### config.mk
export PLATFORM = sky130hd
export DESIGN_NAME = pipe_frame_assembler
export DESIGN_NICKNAME = d
export VERILOG_FILES = /design/src/rtl/pipe_frame_assembler_pkg.sv /design/src/rtl/pipe_frame_assembler_fifo.sv /design/src/rtl/pipe_frame_assembler.sv
export SDC_FILE = /design/constraint.sdc
export NUM_CORES = 1
export LEC_CHECK = 0
export BUFFER_PORTS_ARGS = -buffer_cell sky130_fd_sc_hd__buf_2
export CAP_MARGIN = 20
export CORE_MARGIN = 8
export CORE_UTILIZATION = 40
export CTS_BUF_LIST = sky130_fd_sc_hd__clkbuf_16
export DETAILED_ROUTE_END_ITERATION = 12
export PLACE_DENSITY = 0.68
export SLEW_MARGIN = 20
export SYNTH_ARGS = -nofsm -noshare
export SYNTH_HDL_FRONTEND = slang
export SYNTH_SLANG_ARGS = --single-unit
### constraint.sdc
create_clock -name clk -period 23 [get_ports clk]
set_clock_uncertainty 0.1 [all_clocks]
set_input_delay 1.15 -clock clk [delete_from_list [all_inputs] [get_ports clk]]
set_output_delay 1.15 -clock clk [all_outputs]
set_load 0.01 [all_outputs]
### src/rtl/pipe_frame_assembler_pkg.sv
// pipe_frame_assembler_pkg: default widths and operand field layout shared by the frame assembler.
// Statistics counters are compiled in with PIPE_FRAME_STATS_EN.
package pipe_frame_assembler_pkg;

    localparam int CTRL_WIDTH_DEF = 64;
    localparam int OPND_WIDTH_DEF = 96;
    localparam int DEPTH_DEF      = 2;
    localparam int CNT_WIDTH_DEF  = 16;

    // Operand half layout, MSB first: aOperand, bOperand, storeData.
    typedef struct packed {
        logic [31:0] a_operand;
        logic [31:0] b_operand;
        logic [31:0] store_data;
    } opnd_t;

endpackage

### src/rtl/pipe_frame_assembler_fifo.sv
// pipe_frame_assembler_fifo: synchronous DEPTH-entry frame FIFO with push/pop/count and sync clear.
module pipe_frame_assembler_fifo #(
    parameter int WIDTH = 160,
    parameter int DEPTH = 2
) (
    input  logic                     clk,
    input  logic                     reset,
    input  logic                     clear,
    input  logic                     push,
    input  logic                     pop,
    input  logic [WIDTH-1:0]         data_in,
    output logic [WIDTH-1:0]         data_out,
    output logic [$clog2(DEPTH):0]   count,
    output logic                     full,
    output logic                     empty
);
    localparam int AW = $clog2(DEPTH);
    localparam int CW = AW + 1;

    logic [WIDTH-1:0] mem [DEPTH];
    logic [AW-1:0]    wr_ptr, rd_ptr;
    logic             do_push, do_pop;

    assign empty    = count == '0;
    assign full     = count == CW'(DEPTH);
    assign do_pop   = pop && !empty;
    assign do_push  = push && (!full || do_pop);
    assign data_out = mem[rd_ptr];

    always_ff @(posedge clk) begin
        if (do_push) mem[wr_ptr] <= data_in;
    end

    // Pointers wrap naturally since DEPTH is a power of two.
    always_ff @(posedge clk) begin
        if (reset || clear) begin
            wr_ptr <= '0;
            rd_ptr <= '0;
            count  <= '0;
        end else begin
            if (do_push) wr_ptr <= wr_ptr + AW'(1);
            if (do_pop) rd_ptr <= rd_ptr + AW'(1);
            count <= count + CW'(do_push) - CW'(do_pop);
        end
    end

endmodule

### src/rtl/pipe_frame_assembler.sv
// pipe_frame_assembler: joins independently arriving ctrl/operand halves into frames and queues them.
// Define PIPE_FRAME_STATS_EN to add saturating stall/commit/flush counters.
module pipe_frame_assembler
    import pipe_frame_assembler_pkg::*;
#(
    parameter int CTRL_WIDTH = CTRL_WIDTH_DEF,
    parameter int OPND_WIDTH = OPND_WIDTH_DEF,
    parameter int DEPTH      = DEPTH_DEF
`ifdef PIPE_FRAME_STATS_EN
    ,
    parameter int CNT_WIDTH  = CNT_WIDTH_DEF
`endif
) (
    input  logic                    clk,
    input  logic                    reset,
    input  logic                    flush,
    input  logic                    ctrl_valid,
    output logic                    ctrl_ready,
    input  logic [CTRL_WIDTH-1:0]   ctrl_in,
    input  logic                    opnd_valid,
    output logic                    opnd_ready,
    input  logic [OPND_WIDTH-1:0]   opnd_in,
    output logic                    out_valid,
    input  logic                    out_ready,
    output logic [CTRL_WIDTH-1:0]   out_ctrl,
    output logic [OPND_WIDTH-1:0]   out_opnd,
    output logic [$clog2(DEPTH):0]  count
`ifdef PIPE_FRAME_STATS_EN
    ,
    output logic [CNT_WIDTH-1:0]    stall_cycles,
    output logic [CNT_WIDTH-1:0]    frames_committed,
    output logic [CNT_WIDTH-1:0]    flush_count
`endif
);
    localparam int FW = CTRL_WIDTH + OPND_WIDTH;

    logic                  ctrl_have, opnd_have;
    logic [CTRL_WIDTH-1:0] ctrl_q;
    logic [OPND_WIDTH-1:0] opnd_q;
    logic                  ctrl_fire, opnd_fire, pop, full, empty, commit;
    logic [FW-1:0]         frame_in, head;

    assign ctrl_ready = !ctrl_have;
    assign opnd_ready = !opnd_have;
    assign ctrl_fire  = ctrl_valid && ctrl_ready;
    assign opnd_fire  = opnd_valid && opnd_ready;
    assign out_valid  = !empty;
    assign pop        = out_valid && out_ready;
    assign commit     = (ctrl_have || ctrl_fire) && (opnd_have || opnd_fire) && (!full || pop) && !flush;
    assign frame_in   = {ctrl_have ? ctrl_q : ctrl_in, opnd_have ? opnd_q : opnd_in};
    assign out_ctrl   = out_valid ? head[FW-1:OPND_WIDTH] : '0;
    assign out_opnd   = out_valid ? head[OPND_WIDTH-1:0] : '0;

    // A complete frame with no buffer space simply keeps both flags set until it commits.
    always_ff @(posedge clk) begin
        if (reset || flush || commit) begin
            ctrl_have <= 1'b0;
            opnd_have <= 1'b0;
        end else begin
            if (ctrl_fire) begin
                ctrl_have <= 1'b1;
                ctrl_q    <= ctrl_in;
            end
            if (opnd_fire) begin
                opnd_have <= 1'b1;
                opnd_q    <= opnd_in;
            end
        end
    end

    pipe_frame_assembler_fifo #(
        .WIDTH (FW),
        .DEPTH (DEPTH)
    ) u_fifo (
        .clk      (clk),
        .reset    (reset),
        .clear    (flush),
        .push     (commit),
        .pop      (pop),
        .data_in  (frame_in),
        .data_out (head),
        .count    (count),
        .full     (full),
        .empty    (empty)
    );

`ifdef PIPE_FRAME_STATS_EN
    always_ff @(posedge clk) begin
        if (reset) begin
            stall_cycles     <= '0;
            frames_committed <= '0;
            flush_count      <= '0;
        end else begin
            if (out_valid && !out_ready && stall_cycles != '1) stall_cycles <= stall_cycles + CNT_WIDTH'(1);
            if (commit && frames_committed != '1) frames_committed <= frames_committed + CNT_WIDTH'(1);
            if (flush && flush_count != '1) flush_count <= flush_count + CNT_WIDTH'(1);
        end
    end
`endif

endmodule
# After elaboration in Yosys (flattened, before gate mapping)
# Memories as Yosys holds them, arrays and structs flattened. A register that Yosys moved wholly into a read port is not among the register bits.
# Index checks and enable logic that the tools add are counted.
[word_totals]
mem_count = 1
ramBits = 320
mem_bits_ro = 0
out_inout_bits = 165
regBits = 166
input_bits = 166
latchBits = 0
wordCells = 44
[classes]
n_reduce_logical = 22
n_div = 0
muxes = 8
shifts = 0
multipliers = 0
n_eq_ne = 1
bitwise_logic = 1
addsub = 4
magnitude_cmp = 0
[mem_list]
columns = ["memory", "depth", "word_bits", "read_ports", "rd_ports_with_merged_regs", "write_ports", "line_no", "text"]
rows = [
  ["u_fifo.mem", 2, 160, 1, 1, 1, "pipe_frame_assembler_fifo.sv:20", "logic [WIDTH-1:0] mem [DEPTH];"],
]
[ops]
columns = ["op", "n"]
rows = [
  ["96-bit two-way mux", 2],
  ["64-bit two-way mux", 2],
  ["1-bit logical AND", 8],
  ["1-bit logical OR", 6],
  ["1-bit logical NOT", 5],
  ["1-bit two-way mux", 4],
  ["2-bit AND reduction", 2],
  ["1-bit adder, second input constant", 2],
  ["2-bit by 1-bit adder with 2-bit output", 1],
  ["2-bit == test, second input constant", 1],
  ["2-bit logical NOT", 1],
  ["2-bit by 1-bit subtractor with 2-bit output", 1],
  ["1-bit NOT", 1],
]

# Depth between registers and ports, before layout
[depth]
word_depth = 9
depth_mapped = 8
ltp_nobuf = 8

# Hierarchy
# From an unflattened synthesis, not the netlist that was laid out.
[unflattened]
hier_cells = 1065
hier_area_um2 = 19912.8
[by_module_without_submodules]
columns = ["module", "area_per_inst_um2", "seq_area_each_um2", "cells_each", "n_inst"]
rows = [
  ["pipe_frame_assembler_fifo", 11866.4, 9709.3, 531, 1],
  ["pipe_frame_assembler", 8046.5, 4844.6, 534, 1],
]

# Worst setup path before layout
# Ideal clock, no wire load.
[synth_path]
path_kind = "input port to flip-flop"
startpoint = "input flush"
endpoint = "memory u_fifo.mem[0][0] (enable)"
path_stages = 1
n_path_buf = 0
setup_slack_ns = 5.184
arrival_time_ns = 16.626
setup_time_ns = 1.090
required_ns = 21.810
path_cell_list = "nor4_1"
[synth_between]
elab_chain_len = 5
[synth_rtl]
columns = ["item", "line_no", "text"]
rows = [
  ["from (decl)", "pipe_frame_assembler.sv:16", "input logic flush,"],
  ["1-bit logical NOT", "pipe_frame_assembler.sv:49", "assign commit = (ctrl_have || ctrl_fire) && (opnd_have || opnd_fire) && (!full || pop) && !flush;"],
  ["1-bit logical AND", "pipe_frame_assembler.sv:49", ""],
  ["1-bit logical AND", "pipe_frame_assembler_fifo.sv:27", "assign do_push = push && (!full || do_pop);"],
  ["1-bit two-way mux", "pipe_frame_assembler_fifo.sv:31", "if (do_push) mem[wr_ptr] <= data_in;"],
  ["1-bit two-way mux (not written as such)", "pipe_frame_assembler_fifo.sv:31", ""],
  ["to (decl)", "pipe_frame_assembler_fifo.sv:20", ""],
]
# No other way between the ends.

==> results.cfg <==
[outcome]
status = complete, no violations

[power]
p_per_area_nw_per_um2 = 82.8
ir_drop_v = 0.0000600
power.leakage_nw = 8.09
power_mw = 1.90

[floorplan]
dieHeight_um = 235
num_rows = 80
initial_core_util = 0.403
die_w_um = 235
core_um2 = 47500
io-pin-count = 331
dieArea_um2 = 55200

[global_routing]
grt_first_pass_wirelength_mm = 63.1
grt_antenna_before_repair = 5
grt_pass1_vias = 10834
track_usage = 0.144
grt_max_degree = 161
grt.overflow.total = 0

[worst_setup_path]
start_kind = flip-flop
r2r_slack_ps = 19290
crit_type = flip-flop to output pin
cp.required_ps = 21750
critical_path.endpoint_type = output pin
reg2reg_to = u_fifo.mem[1][75]
path_cells = buf_4 > mux2i_1 > nor2_1 > buf_2
cp_slowest_stage_delay_ps = 980
path_max_fanout = 57
reg2reg_from = ctrl_have
crit_arrival_ps = 3240
critPathSlowestCell = dfxtp_4
reg2reg_depth = 4

[clock_tree]
cts_sinks = 487
cts_buffers = 50
ctsHtreeMaxLevel = 2
cts_root_buf = clkbuf_16
cts_resized = 0
cts_buffer_depth = 3
hold_buffers = 0
clk_pin_slew_ps = 60
clock_latency_ps = 570
cts_tree = done
cts_setup_buffers = 0

[logic_synthesis]
synth_top_area_frac = 0.752
yosysSeqAreaShare = 0.759
synthSimpleGateAreaFrac = 0.0370
syn-num-nets = 1222
synth_mux_area_frac = 0.178
synth-adder-area-share = 0.00131
yosysTopAreaCell = edfxtp_1
synth.avg_cell_area_um2 = 18.2
synth_warnings = 0
synth_cells = 1054
synth-xor-area-share = 0.00137
ys_ff_latch = 487
synth-compound-area-share = 0.00202
synth_top_family_by_area = multiplexers
ys_types = 23
synth.area.top_cells = edfxtp_1, mux2_2, mux2i_1, nor2_1, buf_6
synth_area_um2 = 19200

[finish]
drive_above_1_share = 0.406
final_common_cell = edfxtp_1
syn_to_final_growth_pct = 19.7
nets = 1562
mostFrequentLayoutCells = edfxtp_1, buf_2, nor2_1
fin_area_um2 = 22900
finalCoreUtilization = 0.483

[route]
drt_iter0_drc = 699
remaining_drc_errors = 0
vias = 10180
drt-pass1-iter-count = 5
ant_nets = 0
wl_mm = 41.2
wl_per_cell_um = 20.1
viasPerCell = 4.97

[sta]
hold_viol_final = 0
drv_slew = 0
max_clock_freq_ghz = 0.223
worstMarginPinSlew_ps = 1070
period_share = 0.195
setup_tns_ps = 0
relSlewSlack = 0.288
period_minus_slack_ps = 4490
setup_viol_count_final = 0
grt_setup_unrepaired = false
whs_ps = 446

[worst_hold_path]
min_from = u_fifo.wr_ptr
min_to = u_fifo.wr_ptr
min_path_type = flip-flop to flip-flop
hold_depth = 2

[placed_design]
gp_congestion = 0.724
io_buffer_count = 330
dp_hpwl_mm = 25.3
placed_area_um2 = 21300

[run]
max-cap-violations = 0
## worst max path at each step
stage | from | endpoint | slack, ps | cells after the start
6_report | flip-flop | out_opnd[55] | 18510 | 4
3_3_place_gp | u_fifo.count[1] | out_ctrl[36] | 19010 | 5
2_1_floorplan | flush | u_fifo.mem[0][0] | 5180 | 1
4_1_cts | flip-flop | out_opnd[12] | 18420 | 4
5_1_grt | flip-flop | out_opnd[12] | 18290 | 4
3_5_place_dp | flip-flop | out_opnd[12] | 19060 | 4
## metrics by stage
| stage | setup WS [ps] | instances |
|---|---|---|
| after global placement | 19010 | 1957 |
| after detailed placement | 19060 | 1957 |
| final | 18510 | 2050 |
| after floorplan | 5180 | 1054 |
| after global routing | 18290 | 2049 |
| after CTS | 18420 | 2049 |
## cells by family (layout without fill, tap and decap cells)
logic type      Yosys count  after routing
compound gates            5              5
fa+ha+maj                 2              2
xor+xnor                  3              3
simple gates            177            177
buf+inv                  60            440
flops                   487            487
other cells               0              1
mux                     320            320
## critical path: cells and delay by family (launching register included)
kind                   cells  cell delay, ps
DFF                        1             980
muxes                      1             370
and+or+nand+nor            1              70
buffers and inverters      2            1110
## synth_stat cells
cell / n
dfxtp_1: 7
edfxtp_1: 480
clkbuf_1: 7
nor4_1: 1
mux2i_1: 160
nor2_2: 1
buf_6: 17
o22ai_2: 1
buf_2: 23
xnor2_1: 2
a21boi_1: 1
nor3b_2: 3
and2_1: 3
mux2_2: 160
xor2_1: 1
or3_1: 1
o21ai_0: 2
ha_1: 2
o21ai_2: 1
nor3_1: 3
buf_4: 7
inv_1: 6
nor2_1: 165
## flip-flops by register name (all words and copies together) (netlist names), named ones only
register       cells
u_fifo.mem       320
opnd_q            96
ctrl_q            64
u_fifo.count       2
ctrl_have          1
opnd_have          1
u_fifo.rd_ptr      1
u_fifo.wr_ptr      1
## cell type report
class,instances,area [µm²]
diodes,1,2.50
clock buffers,53,1330
clock inverters,39,277
fillers,4021,24600
inverters,6,22.5
multi-input cells,507,4230
flip-flops and latches,487,14600
well taps,615,769
repair buffers,342,1760
## power by group
| part | leakage [nW] | switching (mW) | internal (mW) | total (mW) |
|---|---|---|---|---|
| combinational | 2.83 | 0.0607 | 0.0453 | 0.106 |
| sequential | 4.43 | 0.00879 | 1.00 | 1.01 |
| clock | 0.824 | 0.322 | 0.459 | 0.780 |
| total | 8.09 | 0.391 | 1.51 | 1.90 |
## layer usage
layer / GRT usage / part of all wire / vias up
met3: 0.0462 / 0.071 / 61
met1: 0.188 / 0.44 / 5093
met2: 0.233 / 0.47 / 316
met5: 0 / 0.0012 / -
met4: 0.0345 / 0.016 / 8
li1: - / - / 4702
Note: power is estimated with default switching activity, not from simulation.
